===== config.mk =====
export PLATFORM = sky130hd
export DESIGN_NAME = tm_spike_decoder
export DESIGN_NICKNAME = d
export VERILOG_FILES = /design/src/rtl/tm_spike_decoder.sv
export SDC_FILE = /design/constraint.sdc
export NUM_CORES = 1
export LEC_CHECK = 0
export ABC_AREA = 1
export CORE_MARGIN = 1.5
export CORE_UTILIZATION = 58
export DETAILED_ROUTE_END_ITERATION = 6
export HOLD_SLACK_MARGIN = 0.06
export PLACE_DENSITY_LB_ADDON = 0.2
export RECOVER_POWER = 100
export SETUP_SLACK_MARGIN = 0.05
export SLEW_MARGIN = 25
export SYNTH_ARGS = -nofsm -noshare
export SYNTH_HDL_FRONTEND = slang
export SYNTH_SLANG_ARGS = --single-unit

===== constraint.sdc =====
create_clock -name clk -period 2.11 [get_ports clk]
set_input_delay 0.211 -clock clk [delete_from_list [all_inputs] [get_ports clk]]
set_output_delay 0.211 -clock clk [all_outputs]
set_load 0.005 [all_outputs]

===== src/rtl/tm_spike_decoder.sv =====
// Per-channel spike-rate decoder: counts spikes over a window of accepted samples and drains 8 rate beats.
// Optional TM_DECODER_LEAK_EN carries half of each closed window's count into the next window.
module tm_spike_decoder #(
    parameter int unsigned WINDOW = 16
) (
    input  logic       clk,
    input  logic       rst_n,
    input  logic [7:0] spike_in,
    input  logic       spike_valid,
    output logic [7:0] rate_data,
    output logic [2:0] rate_ch,
    output logic       rate_valid,
    input  logic       rate_ready,
    output logic       busy,
    output logic       overrun
);

    localparam int unsigned WIN_W = $clog2(WINDOW);
    localparam logic [WIN_W-1:0] WIN_LAST = WIN_W'(WINDOW - 1);

    typedef enum logic {IDLE, DRAIN} state_t;

    state_t           state, state_next;
    logic [7:0]       cnt        [8];
    logic [7:0]       snap       [8];
    logic [7:0]       sample_cnt [8];
    logic [7:0]       restart    [8];
    logic [WIN_W-1:0] win;
    logic [2:0]       ptr;
    logic             win_close;
    logic             beat_acc;
    logic             load_snap;
    logic             ptr_adv;
    logic             set_overrun;

    // Counts including the current sample, saturating at 255.
    always_comb begin
        for (int unsigned i = 0; i < 8; i++) begin
            sample_cnt[i] = cnt[i];
            if (spike_valid && spike_in[i] && (cnt[i] != 8'hFF))
                sample_cnt[i] = cnt[i] + 8'd1;
`ifdef TM_DECODER_LEAK_EN
            restart[i] = sample_cnt[i] >> 1;
`else
            restart[i] = '0;
`endif
        end
    end

    assign win_close = spike_valid && (win == WIN_LAST);
    assign beat_acc  = (state == DRAIN) && rate_ready;

    always_ff @(posedge clk or negedge rst_n) begin
        if (!rst_n) state <= IDLE;
        else        state <= state_next;
    end

    always_comb begin
        state_next  = state;
        load_snap   = 1'b0;
        ptr_adv     = 1'b0;
        set_overrun = 1'b0;
        case (state)
            IDLE: begin
                if (win_close) begin
                    load_snap  = 1'b1;
                    state_next = DRAIN;
                end
            end
            DRAIN: begin
                // A close coinciding with the last accept chains straight into the next drain.
                if (beat_acc && (ptr == 3'd7) && win_close) begin
                    load_snap = 1'b1;
                end else begin
                    ptr_adv     = beat_acc;
                    set_overrun = win_close;
                    if (beat_acc && (ptr == 3'd7))
                        state_next = IDLE;
                end
            end
            default: state_next = IDLE;
        endcase
    end

    always_ff @(posedge clk or negedge rst_n) begin
        if (!rst_n) begin
            win <= '0;
            for (int unsigned i = 0; i < 8; i++) cnt[i] <= '0;
        end else if (spike_valid) begin
            win <= win_close ? '0 : win + 1'b1;
            for (int unsigned i = 0; i < 8; i++)
                cnt[i] <= win_close ? restart[i] : sample_cnt[i];
        end
    end

    always_ff @(posedge clk or negedge rst_n) begin
        if (!rst_n) begin
            ptr     <= '0;
            overrun <= 1'b0;
            for (int unsigned i = 0; i < 8; i++) snap[i] <= '0;
        end else begin
            if (load_snap) begin
                ptr <= '0;
                for (int unsigned i = 0; i < 8; i++) snap[i] <= sample_cnt[i];
            end else if (ptr_adv) begin
                ptr <= ptr + 3'd1;
            end
            if (set_overrun) overrun <= 1'b1;
        end
    end

    assign busy       = (state == DRAIN);
    assign rate_valid = busy;
    assign rate_ch    = busy ? ptr : '0;
    assign rate_data  = busy ? snap[ptr] : '0;

endmodule


==> results.yml, run 1 <==
pwr:
  vdd_drop_max_mv: 0.952
  power.leakage_nw: 4.39
  power_density_nw_per_um2: 1500
global_routing:
  grt_usage: 0.279
  antenna_found_initial: 0
  grt_pass1_vias: 5846
  overflow: 0
  grt_pass1_wl_mm: 28.1
  grt_max_degree: 49
setup_path:
  cpMaxStageDelayCell: "clkdlybuf4s50_1"
  max_stage_delay_ps: 510
  crit_type: "flop to output pin"
  crit_path_start: "ptr[1]"
  required_ps: 1900
  r2r-start: "ptr[1]"
  cpLargestDelayFamily: "buffers and inverters"
  crit_path_frequent_cell: "nand2_1"
  cp_cell_sequence: "buf_8, o21ai_0, o22ai_1, nand2_1, nand2_1, clkdlybuf4s50_1"
  start_kind: "flop"
  crit_path_end_kind: "output pin"
  cp_max_fo: 15
  arrival_ps: 2040
  critPathBufInv: 2
floorplanning:
  initial_core_util: 0.596
  die_h_um: 114
  fp-row-count: 40
  die_area_sq_um: 13000
  die_w_um: 114
  io_pins: 26
  core_sq_um: 12000
yosys:
  synth.area.top_cells: "dfrtp_1 48%, nand2_1 17%, nor2_1 7.1%"
  syn_area_sq_um: 7160
  netlist.top_cell.by_area: "dfrtp_1"
  yosys.area.top_type_share: 0.479
  syn-num-nets: 991
  yosysSeqAreaShare: 0.479
  synth_seq_cells: 137
  syn_area_per_cell_sq_um: 7.39
  synth_cells: 968
  yosys_warnings: 0
  ys_types: 27
sta:
  drv_slew: 0
  worst_pin_slew_ps: 1230
  tns_ps: -388
  fin_crit_ps: 2250
  setup_viol: 3
  rsz0062_at_grt: "yes"
  fin_skew_ps: 7.14
  worst_slack_ps: -142
  slew_headroom: 0.178
  timing.fmax_ghz: 0.444
  finalHoldViolCount: 0
  fin_crit_sh: 1.07
min_path:
  worstHoldStart: "snap[54]"
  hold_class: "flop to flop"
route:
  post_drt_wl_per_cell_um: 14.9
  ant_nets: 0
  drc: 0
  drt-initial-drc-count: 494
  drt-pass1-iter-count: 5
  vias: 6411
  routed_wl_mm: 17.3
  vias_per_cell: 5.51
cells_and_area:
  seq_area_sq_um: 3430
  fin_cells: 1164
  nFillCells: 971
  syn2layout_area_growth_pct: 16.1
  mostFrequentLayoutCell: "nand2_1"
  nets: 1027
  multi_input_area_sq_um: 3260
  layout_common_cells: "321 x nand2_1, 135 x dfrtp_1, 132 x nor2_1"
  final_layout_size_suffix_gt1_frac: 0.0806
  num_antenna_cells: 0
placed_design:
  pre_cts_ws_ps: 186
  io_buffers: 25
  dp_hpwl_mm: 11.7
  place_congestion: 0.957
  dp.cells: 1123
clock_network:
  cts_buffer_depth: 2
  cts_tree: "built"
  numClockSinks: 137
  ctsHtreeMaxLevel: 4
  clock_latency_ps: 420
  cts-root-buf: "clkbuf_16"
  clk_pin_slew_worst_paths_ps: 60
  cts-buffers-inserted: 17
status:
  failed_checks: "setup timing"
  status: "finished, violations left"
run:
  maxCapViolations: 0
[final cells by class]
cell class                 instances  share of cell area
timing repair buffer              52              0.0650
clock inverter                    12              0.0120
inverter                          84              0.0396
tap                              147              0.0221
sequential                       137               0.413
multi-input combinational        711               0.393
timing repair inverter             1            0.000903
clock buffer                      20              0.0550
[state kept, by name, indices dropped and copies added (netlist names)]
register / cells
cnt: 64
busy: 1
win: 4
snap: 64
ptr: 3
overrun: 1
[per-stage QoR]
step	util	hold WS, ps	area (sq um)	total power (W)
6_report	0.692	478	8310	0.0125
5_1_grt	0.692	499	8310	0.0134
4_1_cts	0.685	311	8220	0.0122
3_5_place_dp	0.633	191	7600	0.00922
3_3_place_gp	0.633	179	7600	0.00911
2_1_floorplan	-	-84.6	7160	0.00772
[synth_stat cells (all sizes together)]
master and instances:
nand2 322, nor2 140, dfrtp 137, nand3 86, inv 80, o21ai 70, nand4 31, buf 19
clkbuf 17, o22ai 16, nand3b 14, a21o 11, ha 11, a21oi 5, clkinv 4, nor3 2
mux2 1, o21bai 1, xor2 1
[cells by family (layout without fill, tap and decap cells)]
logic type,after synthesis,in the layout,synth area share
AO/OA/AOI/OAI,103,103,0.0790
flip-flops,137,137,0.479
multiplexers,1,1,0.00157
adder cells (fa/ha/maj),11,11,0.0192
AND/OR/NAND/NOR,595,595,0.349
XOR/XNOR,1,1,0.00122
buffers and inverters,120,169,0.0715
[tightest hold or removal path, cell delays in order, from the launching register on]
cell     delay [ps]
dfrtp_1         340
nand2_1          50
nand2_1          50
[per-layer routing]
| metal | up-vias | global-route usage | share of wire | wire length, um |
|---|---|---|---|---|
| met5 | - | 0 | 0 | 0 |
| met4 | 0 | 0.0883 | 0.019 | 327 |
| met3 | 34 | 0.0582 | 0.058 | 1000 |
| met2 | 219 | 0.453 | 0.47 | 8170 |
| met1 | 2969 | 0.378 | 0.45 | 7810 |
| li1 | 3189 | - | - | - |
[power by group]
| part | leakage, nW | total [W] | switching, W | internal (W) |
|---|---|---|---|---|
| clock | 0.272 | 0.00278 | 0.00111 | 0.00167 |
| combinational | 2.40 | 0.00481 | 0.00279 | 0.00201 |
| sequential | 1.72 | 0.00489 | 0.00107 | 0.00382 |
[final timing paths]
kind | to | slack (ps) | cells past startpoint
worst max register to register | snap[18] | 160 | 9
max in group asynchronous | cnt[45] | 230 | 3
worst min register to register | snap[54] | 480 | 2
worst max-delay path | rate_data[7] | -140 | 6
worst min-delay path | snap[54] | 480 | 2
min in group asynchronous | cnt[59] | 590 | 2
[what timing repair did]
action                                  4_1_cts  5_1_grt
pin swaps                                     0        1
gates cloned                                  1        2
setup buffers                                 1        4
endpoints found under the hold margin        43        0
gates resized for setup                      18       30
endpoints found under the setup margin        8       41
hold buffers                                  1        0
Note: power is estimated with default switching activity, not from simulation.
==> run 2: changes to the inputs <==
- ABC_AREA: 1 -> unset
==> results.yml, run 2 <==
sta:
  drv_slew: 0
  slew_headroom: 0.0444
  timing.fmax_ghz: 0.439
  worst_slack_ps: -167
  setup_viol: 47
  fin_crit_sh: 1.08
  fin_crit_ps: 2280
  finalHoldViolCount: 0
  fin_skew_ps: 10.9
  rsz0062_at_grt: "yes"
  worst_pin_slew_ps: 1430
setup_path:
  max_stage_delay_ps: 480
  start_kind: "flop"
  cpMaxStageDelayCell: "mux4_2"
  arrival_ps: 2070
  cp_max_fo: 5
  crit_type: "flop to output pin"
  cp_cell_sequence: "buf_12, buf_6, mux4_2, mux2i_1, nor2b_1, buf_2"
  required_ps: 1900
  crit_path_end_kind: "output pin"
route:
  ant_nets: 0
  drt-initial-drc-count: 779
  drt-pass1-iter-count: 5
  vias_per_cell: 6.59
  drc: 0
  routed_wl_mm: 19.5
  vias: 5965
  post_drt_wl_per_cell_um: 21.5
global_routing:
  top_usage_layer: "met2"
  grt_pass1_vias: 5634
  grt_use_met2: 0.452
  met1_usage: 0.393
  grtUsageMet3: 0.0822
  antenna_found_initial: 1
  grt_pass1_wl_mm: 28.4
  overflow: 0
  grt_max_degree: 57
  grt_usage: 0.296
floorplanning:
  core_sq_um: 11500
  io_pins: 26
  initial_core_util: 0.596
  die_h_um: 112
  die_w_um: 112
  die_area_sq_um: 12500
  fp-row-count: 39
yosys:
  syn_area_per_cell_sq_um: 9.94
  ys_types: 50
  syn_area_sq_um: 6840
  yosys.area.top_type_share: 0.501
  synth-edff-count: 0
  syn-num-nets: 711
  synth.most_common_cell: "dfrtp_1"
  ys_dominant_reg_cell: "dfrtp_1"
  synthTopCellsByCount: "137 x dfrtp_1, 82 x nor2_1, 78 x nand2_1, 58 x o21ai_0, 39 x a21oi_1"
  netlist.top_cell.by_area: "dfrtp_1"
  yosysSeqAreaShare: 0.501
  yosys_warnings: 0
  synth_seq_cells: 137
  synth_cells: 688
  synth.area.top_cells: "dfrtp_1 50%, mux4_2 5.3%, nor2_1 4.5%"
  async_flop_share: 1.00
min_path:
  hold_class: "flop to flop"
clock_network:
  numClockSinks: 137
  cts_tree: "built"
  cts_buffer_depth: 2
  ctsHtreeMaxLevel: 4
  cts-buffers-inserted: 17
  clk_pin_slew_worst_paths_ps: 60
  clock_latency_ps: 440
  cts-root-buf: "clkbuf_16"
run:
  maxCapViolations: 0
placed_design:
  placed_area_sq_um: 7390
  dp_hpwl_mm: 11.4
  dp.cells: 844
  place_congestion: 0.880
  io_buffers: 25
status:
  failed_checks: "setup timing"
  status: "finished, violations left"
cells_and_area:
  reg_top3: "cnt x64, snap x64, win x4"
  mostFrequentLayoutCell: "dfrtp_1"
  nets: 771
  fin_cells: 905
  final_layout_size_suffix_gt1_frac: 0.163
  layout_common_cells: "136 x dfrtp_1, 78 x nand2_1, 72 x nor2_1"
  post-route-util: 0.729
  syn2layout_area_growth_pct: 22.2
  postLayoutCellArea_sq_um: 8360
pwr:
  power_density_nw_per_um2: 1350
  vdd_drop_max_mv: 1.00
  power.leakage_nw: 3.60
## run 2: changes by cell type in the layout (fill, tap and decap cells not counted), sizes merged, moves of 16 or more
cell	change
mux2i	+28
nand2	-243
buf	+20
nand3	-59
a21oi	+34
mux4	+16
nor2	-58
inv	-66
## run 2: layout make-up
| class | instances | area (sq um) |
|---|---|---|
| antenna | 1 | 2.50 |
| clock buffer | 21 | 460 |
| clock inverter | 11 | 123 |
| fill | 748 | 3110 |
| inverter | 12 | 45.0 |
| multi-input combinational | 508 | 3270 |
| sequential | 137 | 3430 |
| tap | 143 | 179 |
| timing repair buffer | 72 | 850 |
## run 2: stage by stage
stage	TNS (ps)	worst slack [ps]	hold WS, ps	power [W]
floorplan	0	327	-84.6	0.00658
global placement	0	115	210	0.00767
detailed placement	0	85.3	206	0.00786
CTS	-461	-108	328	0.0111
global route	-7470	-208	509	0.0119
finish	-1370	-167	453	0.0113
## run 2: critical path: cells and delay by family (launching register included)
family / cells / cell delay (ps)
multiplexers: 2 / 760
AND/OR/NAND/NOR: 1 / 70
buffers and inverters: 3 / 370
flip-flops: 1 / 430
## run 2: logic make-up (layout without fill, tap and decap cells)
group                    after synthesis  in the layout  synth area share
buffers and inverters                 44            116            0.0285
AND/OR/NAND/NOR                      278            279             0.194
AO/OA/AOI/OAI                        155            155             0.137
adder cells (fa/ha/maj)               11             11            0.0201
other                                  0              1                 0
XOR/XNOR                              16             16            0.0205
flip-flops                           137            137             0.501
multiplexers                          47             47            0.0986
## run 2: power by group
group	switching (W)	internal, W
clock network	0.00116	0.00180
logic	0.00183	0.00177
registers	0.00110	0.00360
## run 2: path summary, 6_finish.rpt
path,from,endpoint,slack (ps),cells past startpoint
min in group asynchronous,rst_n,cnt[51],650,2
worst min-delay path,overrun,overrun,450,1
worst max-delay path,ptr[0],rate_data[2],-170,6
max in group asynchronous,rst_n,ptr[0],240,3
worst min register to register,overrun,overrun,450,1
worst max register to register,ptr[0],snap[29],-80,10
## run 2: what timing repair did
item | 4_1_cts | 5_1_grt
buffers inserted | 6 | 7
hold buffers | 1 | 0
pin swaps | 1 | 1
gates resized for setup | 48 | 12
hold endpoints to repair | 53 | 0
gates cloned | 2 | 14
setup endpoints to repair | 8 | 73
## run 2: layer usage
layer  wire [um]  vias up
met1        7670     2933
met5           0        -
met2        9020      335
met4         795        0
met3        2000       68
li1            -     2629
